### src/rtl/mem_port_arbiter.sv
// mem_port_arbiter: shares the single-port datapath memory between the CPU and
// the program loader. A request is accepted in IDLE, granted for one cycle,
// issued to memory for one cycle, and completed after MEM_LAT cycles with a
// Done pulse; read data is held in a per-requester register.
// Build option: define ARB_ROUND_ROBIN_EN for round-robin arbitration on
// simultaneous requests; left undefined, the CPU has fixed priority.
module mem_port_arbiter #(
    parameter int AW      = 5,
    parameter int DW      = 8,
    parameter int MEM_LAT = 1
) (
    input  logic          Clock,
    input  logic          Reset,
    input  logic          CpuReq,
    input  logic          CpuWr,
    input  logic [AW-1:0] CpuAddr,
    input  logic [DW-1:0] CpuWdata,
    output logic          CpuGnt,
    output logic          CpuDone,
    output logic [DW-1:0] CpuRdata,
    input  logic          LdReq,
    input  logic          LdWr,
    input  logic [AW-1:0] LdAddr,
    input  logic [DW-1:0] LdWdata,
    output logic          LdGnt,
    output logic          LdDone,
    output logic [DW-1:0] LdRdata,
    output logic          MemEn,
    output logic          MemWr,
    output logic [AW-1:0] MemAddr,
    output logic [DW-1:0] MemWdata,
    input  logic [DW-1:0] MemRdata,
    output logic          Busy
);

    typedef enum logic [2:0] {
        IDLE   = 3'd0,
        GRANT  = 3'd1,
        ACCESS = 3'd2,
        WAIT   = 3'd3,
        DONE   = 3'd4
    } state_t;

    // Owner encoding: 0 = CPU, 1 = loader.
    localparam logic       OWN_CPU  = 1'b0;
    localparam logic       OWN_LD   = 1'b1;
    localparam logic [2:0] LAT_LOAD = 3'(MEM_LAT - 1);

    state_t     state;
    logic       owner;
    logic [2:0] lat_cnt;
    logic       pick_ld;   // 1 when the loader wins the current IDLE arbitration

`ifdef ARB_ROUND_ROBIN_EN
    logic last_ld;         // 1 when the loader won the most recent grant
    logic accept;

    assign accept = (state == IDLE) && (CpuReq || LdReq);

    // On a tie the requester that did not win last time gets the grant.
    always_comb begin
        pick_ld = 1'b0;
        if (CpuReq && LdReq) begin
            pick_ld = !last_ld;
        end else begin
            pick_ld = LdReq;
        end
    end

    // Remember the last winner; reset favours the CPU on the first tie.
    always_ff @(posedge Clock) begin
        if (Reset) begin
            last_ld <= OWN_LD;
        end else if (accept) begin
            last_ld <= pick_ld;
        end
    end
`else
    // Fixed priority: the loader only wins when the CPU is not asking.
    assign pick_ld = LdReq && !CpuReq;
`endif

    // Access sequencer with registered strobes; pulses default low each cycle.
    always_ff @(posedge Clock) begin
        if (Reset) begin
            state    <= IDLE;
            owner    <= OWN_CPU;
            lat_cnt  <= '0;
            CpuGnt   <= 1'b0;
            LdGnt    <= 1'b0;
            CpuDone  <= 1'b0;
            LdDone   <= 1'b0;
            MemEn    <= 1'b0;
            MemWr    <= 1'b0;
            MemAddr  <= '0;
            MemWdata <= '0;
            CpuRdata <= '0;
            LdRdata  <= '0;
            Busy     <= 1'b0;
        end else begin
            CpuGnt  <= 1'b0;
            LdGnt   <= 1'b0;
            CpuDone <= 1'b0;
            LdDone  <= 1'b0;
            MemEn   <= 1'b0;
            case (state)
                IDLE: begin
                    if (CpuReq || LdReq) begin
                        owner    <= pick_ld;
                        MemWr    <= pick_ld ? LdWr    : CpuWr;
                        MemAddr  <= pick_ld ? LdAddr  : CpuAddr;
                        MemWdata <= pick_ld ? LdWdata : CpuWdata;
                        CpuGnt   <= !pick_ld;
                        LdGnt    <= pick_ld;
                        Busy     <= 1'b1;
                        state    <= GRANT;
                    end
                end
                GRANT: begin
                    MemEn <= 1'b1;
                    state <= ACCESS;
                end
                ACCESS: begin
                    lat_cnt <= LAT_LOAD;
                    state   <= WAIT;
                end
                WAIT: begin
                    if (lat_cnt == 3'd0) begin
                        if (!MemWr) begin
                            if (owner == OWN_LD) begin
                                LdRdata <= MemRdata;
                            end else begin
                                CpuRdata <= MemRdata;
                            end
                        end
                        CpuDone <= (owner == OWN_CPU);
                        LdDone  <= (owner == OWN_LD);
                        state   <= DONE;
                    end else begin
                        lat_cnt <= lat_cnt - 3'd1;
                    end
                end
                DONE: begin
                    Busy  <= 1'b0;
                    state <= IDLE;
                end
                default: begin
                    Busy  <= 1'b0;
                    state <= IDLE;
                end
            endcase
        end
    end

endmodule

### config.mk
export PLATFORM = sky130hd
export DESIGN_NAME = mem_port_arbiter
export DESIGN_NICKNAME = d
export VERILOG_FILES = /design/src/rtl/mem_port_arbiter.sv
export SDC_FILE = /design/constraint.sdc
export NUM_CORES = 1
export LEC_CHECK = 0
export CAP_MARGIN = 15
export CORE_ASPECT_RATIO = 0.75
export CORE_MARGIN = 3
export CORE_UTILIZATION = 39
export CTS_BUF_LIST = sky130_fd_sc_hd__clkbuf_16
export CTS_CLUSTER_DIAMETER = 40
export DETAILED_ROUTE_END_ITERATION = 10
export MAX_ROUTING_LAYER = met4
export PLACE_DENSITY = 0.72
export SKIP_CTS_REPAIR_TIMING = 1
export SLEW_MARGIN = 20
export SYNTH_ARGS = -nofsm -noshare
export SYNTH_HDL_FRONTEND = slang
export SYNTH_SLANG_ARGS = --single-unit
export TNS_END_PERCENT = 1
### constraint.sdc
create_clock -name Clock -period 1.6 [get_ports Clock]
set_input_delay 0.4 -clock Clock [delete_from_list [all_inputs] [get_ports Clock]]
set_output_delay 0.4 -clock Clock [all_outputs]
set_load 0.02 [all_outputs]
# Yosys cells after proc, flatten, opt, wreduce, memory -nomap -nowiden
# Cells that the tools add are included.
# word_totals
reg_bits	43
output_inout_bits	36
# op_classes
n_addsub	1
n_eq_ne	6
mux	11
bitwise_logic	7
n_reduce_logical	16
# ops
op	n
$pmux 3 s4	1
$mux 3	3
$reduce_or 3->1	3
$mux 8	1
$reduce_and 2->1	4
$reduce_and 4->1	2
$not 1->1	7
$eq 3x2->1 const B	2
$logic_not 3->1	2
$ne 2x2->1 const B	3
$pmux 3 s2	1
$mux 5	1
$eq 3x1->1 const B	1
$mux 1	3
$sub 3x1->3 const B	1
$logic_not 1->1	2
$pmux 1 s2	1
$reduce_bool 2->1	1
$logic_and 1x1->1	1
$logic_or 1x1->1	1

# Depth between registers and ports, before layout
# depth
ltp_word	4
ltp_mapped	7
mapped_depth_nobuf	6

# Worst setup path before layout
# Ideal clock, no wire load.
# synth_path
kind	flip-flop to flip-flop
from	reg lat_cnt[0]
to	reg CpuRdata[3]
arrival_ps	1435
path_slack_ps	47
path_stages_with_launch	8
period_less_slack_ps	1553
cell_sequence	dfxtp_1 inv_1 ha_1 ha_1 nand4b_4 or3_1 buf_2 mux2i_1
# synth_between
elab_chain_cells	2
# synth_rtl
item	line	text
start, declared	51	logic [2:0] lat_cnt;
start signal, assigned	140	lat_cnt <= lat_cnt - 3'd1;
$logic_not 3->1	128	if (lat_cnt == 3'd0) begin
$reduce_and 4->1 (no source line)	n/a	
end signal, assigned	133	CpuRdata <= MemRdata;
end, declared	20	output logic [DW-1:0] CpuRdata,
# Every way passes these cells.
# A chain may end at the register's enable or synchronous reset.

# Final worst setup path
# layout_path
from	reg LdGnt
to	out LdGnt
# layout_rtl
item	line	text
start, declared	25	output logic LdGnt,
start signal, assigned	114	LdGnt <= pick_ld;
# No word-level cell between the ends.

==> key figures <==
Detailed routing
  – Pre-antenna DRT Iters: 4
  – Residual DRC: 0
  – Initial drt markers: 61
  – Via count: 1612
  – DR WL/cell: 15.0 µm
  – Final wirelength: 4890 µm
  – Routed vias/inst: 4.96
  – Final ANT Viol Nets: 0

Critical path
  – Buffers and inverters on the worst path: 1
  – Crit Path Class: reg -> out
  – CP max stage cell: clkdlybuf4s50_1
  – Worst setup EP type: primary output
  – Critical Path AT: 1.17 ns
  – CP Cell Sequence: clkdlybuf4s50_1
  – Startpoint types: flop
  – Worst R2R Start: lat_cnt[0]
  – CP max stage delay: 0.59 ns
  – Crit path launch: LdGnt
  – CP Data Required Time: 1.20 ns
  – CP top delay family: buffers and inverters
  – Crit-path max FO: 1

Power
  – Clk network pwr share: 41.1%
  – Overall power: 3.11 mW
  – Flop pwr share: 38.2%
  – Power Internal: 2.37 mW
  – Combinational power share: 20.7%
  – Net Sw Frac: 23.8%
  – Peak supply drop: 0.457 mV
  – Leak: 1.76 nW
  – Power Dens Cells: 995 nW/µm²
  – Psw: 742 µW

Logic synthesis
  – Sequential share of the synthesized area: 44.0%
  – Cell Area, Synth: 1950 µm²
  – Yosys top cell area share: 44.0%
  – Yosys cell types: 30
  – Net count after synthesis: 230
  – Synth warn: 0
  – Syn Inst Count: 188
  – Yosys reg bits: 43
  – Area leader, netlist: dfxtp_1
  – Top cells by area, synth: dfxtp_1 (44%), mux2i_1 (15%), nand2b_1 (8.3%), a211oi_2 (6.4%), a21oi_1 (4.9%)
  – Syn_area_per_cell: 10.4 µm²

Die
  – Die height: 67.3 µm
  – Top-Level Pins: 76
  – Die area: 5910 µm²
  – FP Rows: 21
  – Die X: 87.7 µm
  – Core area: 4650 µm²
  – Initial Util: 42.0%

STA
  – Slew margin rel.: 78.3%
  – Worst-Margin Slew: 0.325 ns
  – Final Hold Viols: 0
  – Skew final: 0.00432 ns
  – Fin. max-slew vios: 0
  – Fin crit share: 98.1%
  – Fmax: 637 MHz
  – Setup violations, final: 0
  – RSZ-0062 raised after global routing: true
  – Minimum clock period: 1.57 ns

Hold path
  – Hold Startpoint: CpuRdata[3]
  – HP Class: reg -> reg

GRT
  – First-pass GRT wire length: 7290 µm
  – Vias in the first global route: 1526
  – Largest net degree at the start of global routing: 45
  – Initial antenna violation count: 0
  – Grt ovf: 0
  – GRT Util Overall: 16.1%

Finish
  – Final Cell Area: 3130 µm²
  – Final Util: 67.3%
  – Nets: 309
  – Antenna diode count: 0
  – Share of layout cells above drive strength 1: 14.9%
  – Area growth from synthesis to layout: 60.1%

Job
  – MaxCap Viol Count: 0

Clock tree
  – CTS Buf Count: 5
  – CTS max path bufs: 2
  – CTS tree: built
  – H-tree lvl count: 2
  – Clock Latency Late Sink: 0.28 ns
  – # clock sinks: 43
  – Clock root buffer: clkbuf_16
  – CTS clk-pin slew, worst paths: 0.06 ns

Placement
  – Gpl congestion: 0.715
  – Area after DPL: 2820 µm²
  – DP Wirelength: 3400 µm
  – IO buf count: 75

Run status
  – Status: finished, final reports clean
routing by layer:
layer	track usage [%]	wire length (µm)
met1	21.8	2340
met5	-	0
met4	3.45	39
met3	3.29	246
met2	24.9	2270
placed cells by master, fill, tap and decap left out, drive strengths merged, types with 3 or more instances in the layout:
| cell | count |
|---|---|
| dfxtp | 43 |
| a21oi | 19 |
| mux2i | 30 |
| buf | 14 |
| and2 | 5 |
| nor2 | 3 |
| inv | 4 |
| o21ai | 4 |
| dlymetal6s2s | 35 |
| clkbuf | 5 |
| a211oi | 15 |
| nor2b | 3 |
| nand2b | 26 |
| clkdlybuf4s50 | 40 |
| nor3 | 3 |
worst paths after layout:
kind / end / cells past startpoint / slack [ns]
min: CpuRdata[3] / 2 / 0.47
max: LdGnt / 1 / 0.03
min reg2reg: CpuRdata[3] / 2 / 0.47
max reg2reg: lat_cnt[0] / 5 / 0.05
power groups by stage:
stage | sequential, mW | combinational, mW | clock [mW]
CTS | 1.19 | 0.657 | 1.31
detailed placement | 1.21 | 0.650 | 0
global route | 1.20 | 0.686 | 1.36
floorplan | 1.28 | 0.280 | 0
finish | 1.19 | 0.644 | 1.28
global placement | 1.21 | 0.643 | 0
synthesized netlist by cell type (all sizes together):
cell type,instances
nor2,3
nand4b,1
or4b,2
nor4b,2
dfxtp,43
o21ai,4
buf,10
a31oi,1
or3,1
a211oi,15
mux2i,30
inv,3
nand2,2
and2,5
and4b,1
nor2b,3
nor3,3
clkbuf,7
nand2b,26
and3b,2
a21boi,1
o21bai,1
ha,2
or2,1
a21oi,19
flip-flops by register name, summed over array words and instances, names as in the netlist, 3 cells and up:
name / cells
state: 3
CpuRdata: 8
MemWdata: 8
MemAddr: 5
LdRdata: 8
lat_cnt: 3
per-stage QoR:
stage                     hold WS [ns]  worst slack (ns)  instances  setup TNS, ns
final                            0.473            0.0302        325              0
after global routing             0.492           -0.0316        325        -0.0366
after CTS                        0.475           -0.0586        325          -1.00
after detailed placement         0.467            -0.192        317          -2.31
after global placement           0.457            -0.135        317          -1.77
after floorplan                  0.445            0.0466        188              0
logic make-up (layout without fill, tap and decap cells):
kind of cell,count (synthesis),count (layout),synth area share [%]
compound gates,41,41,15.3
fa+ha+maj,2,2,1.28
flops,43,43,44.0
simple gates,52,52,18.3
mux,30,30,15.4
buf+inv,20,100,5.70
final cells by class:
class,instances,area (µm²)
fillers,367,1520
multi-input cells,125,1010
repair buffers,89,981
flip-flops and latches,43,861
clock buffers,5,125
well taps,57,71.3
clock inverters,3,63.8
inverters,3,11.3
(Power assumes the default switching activity.)
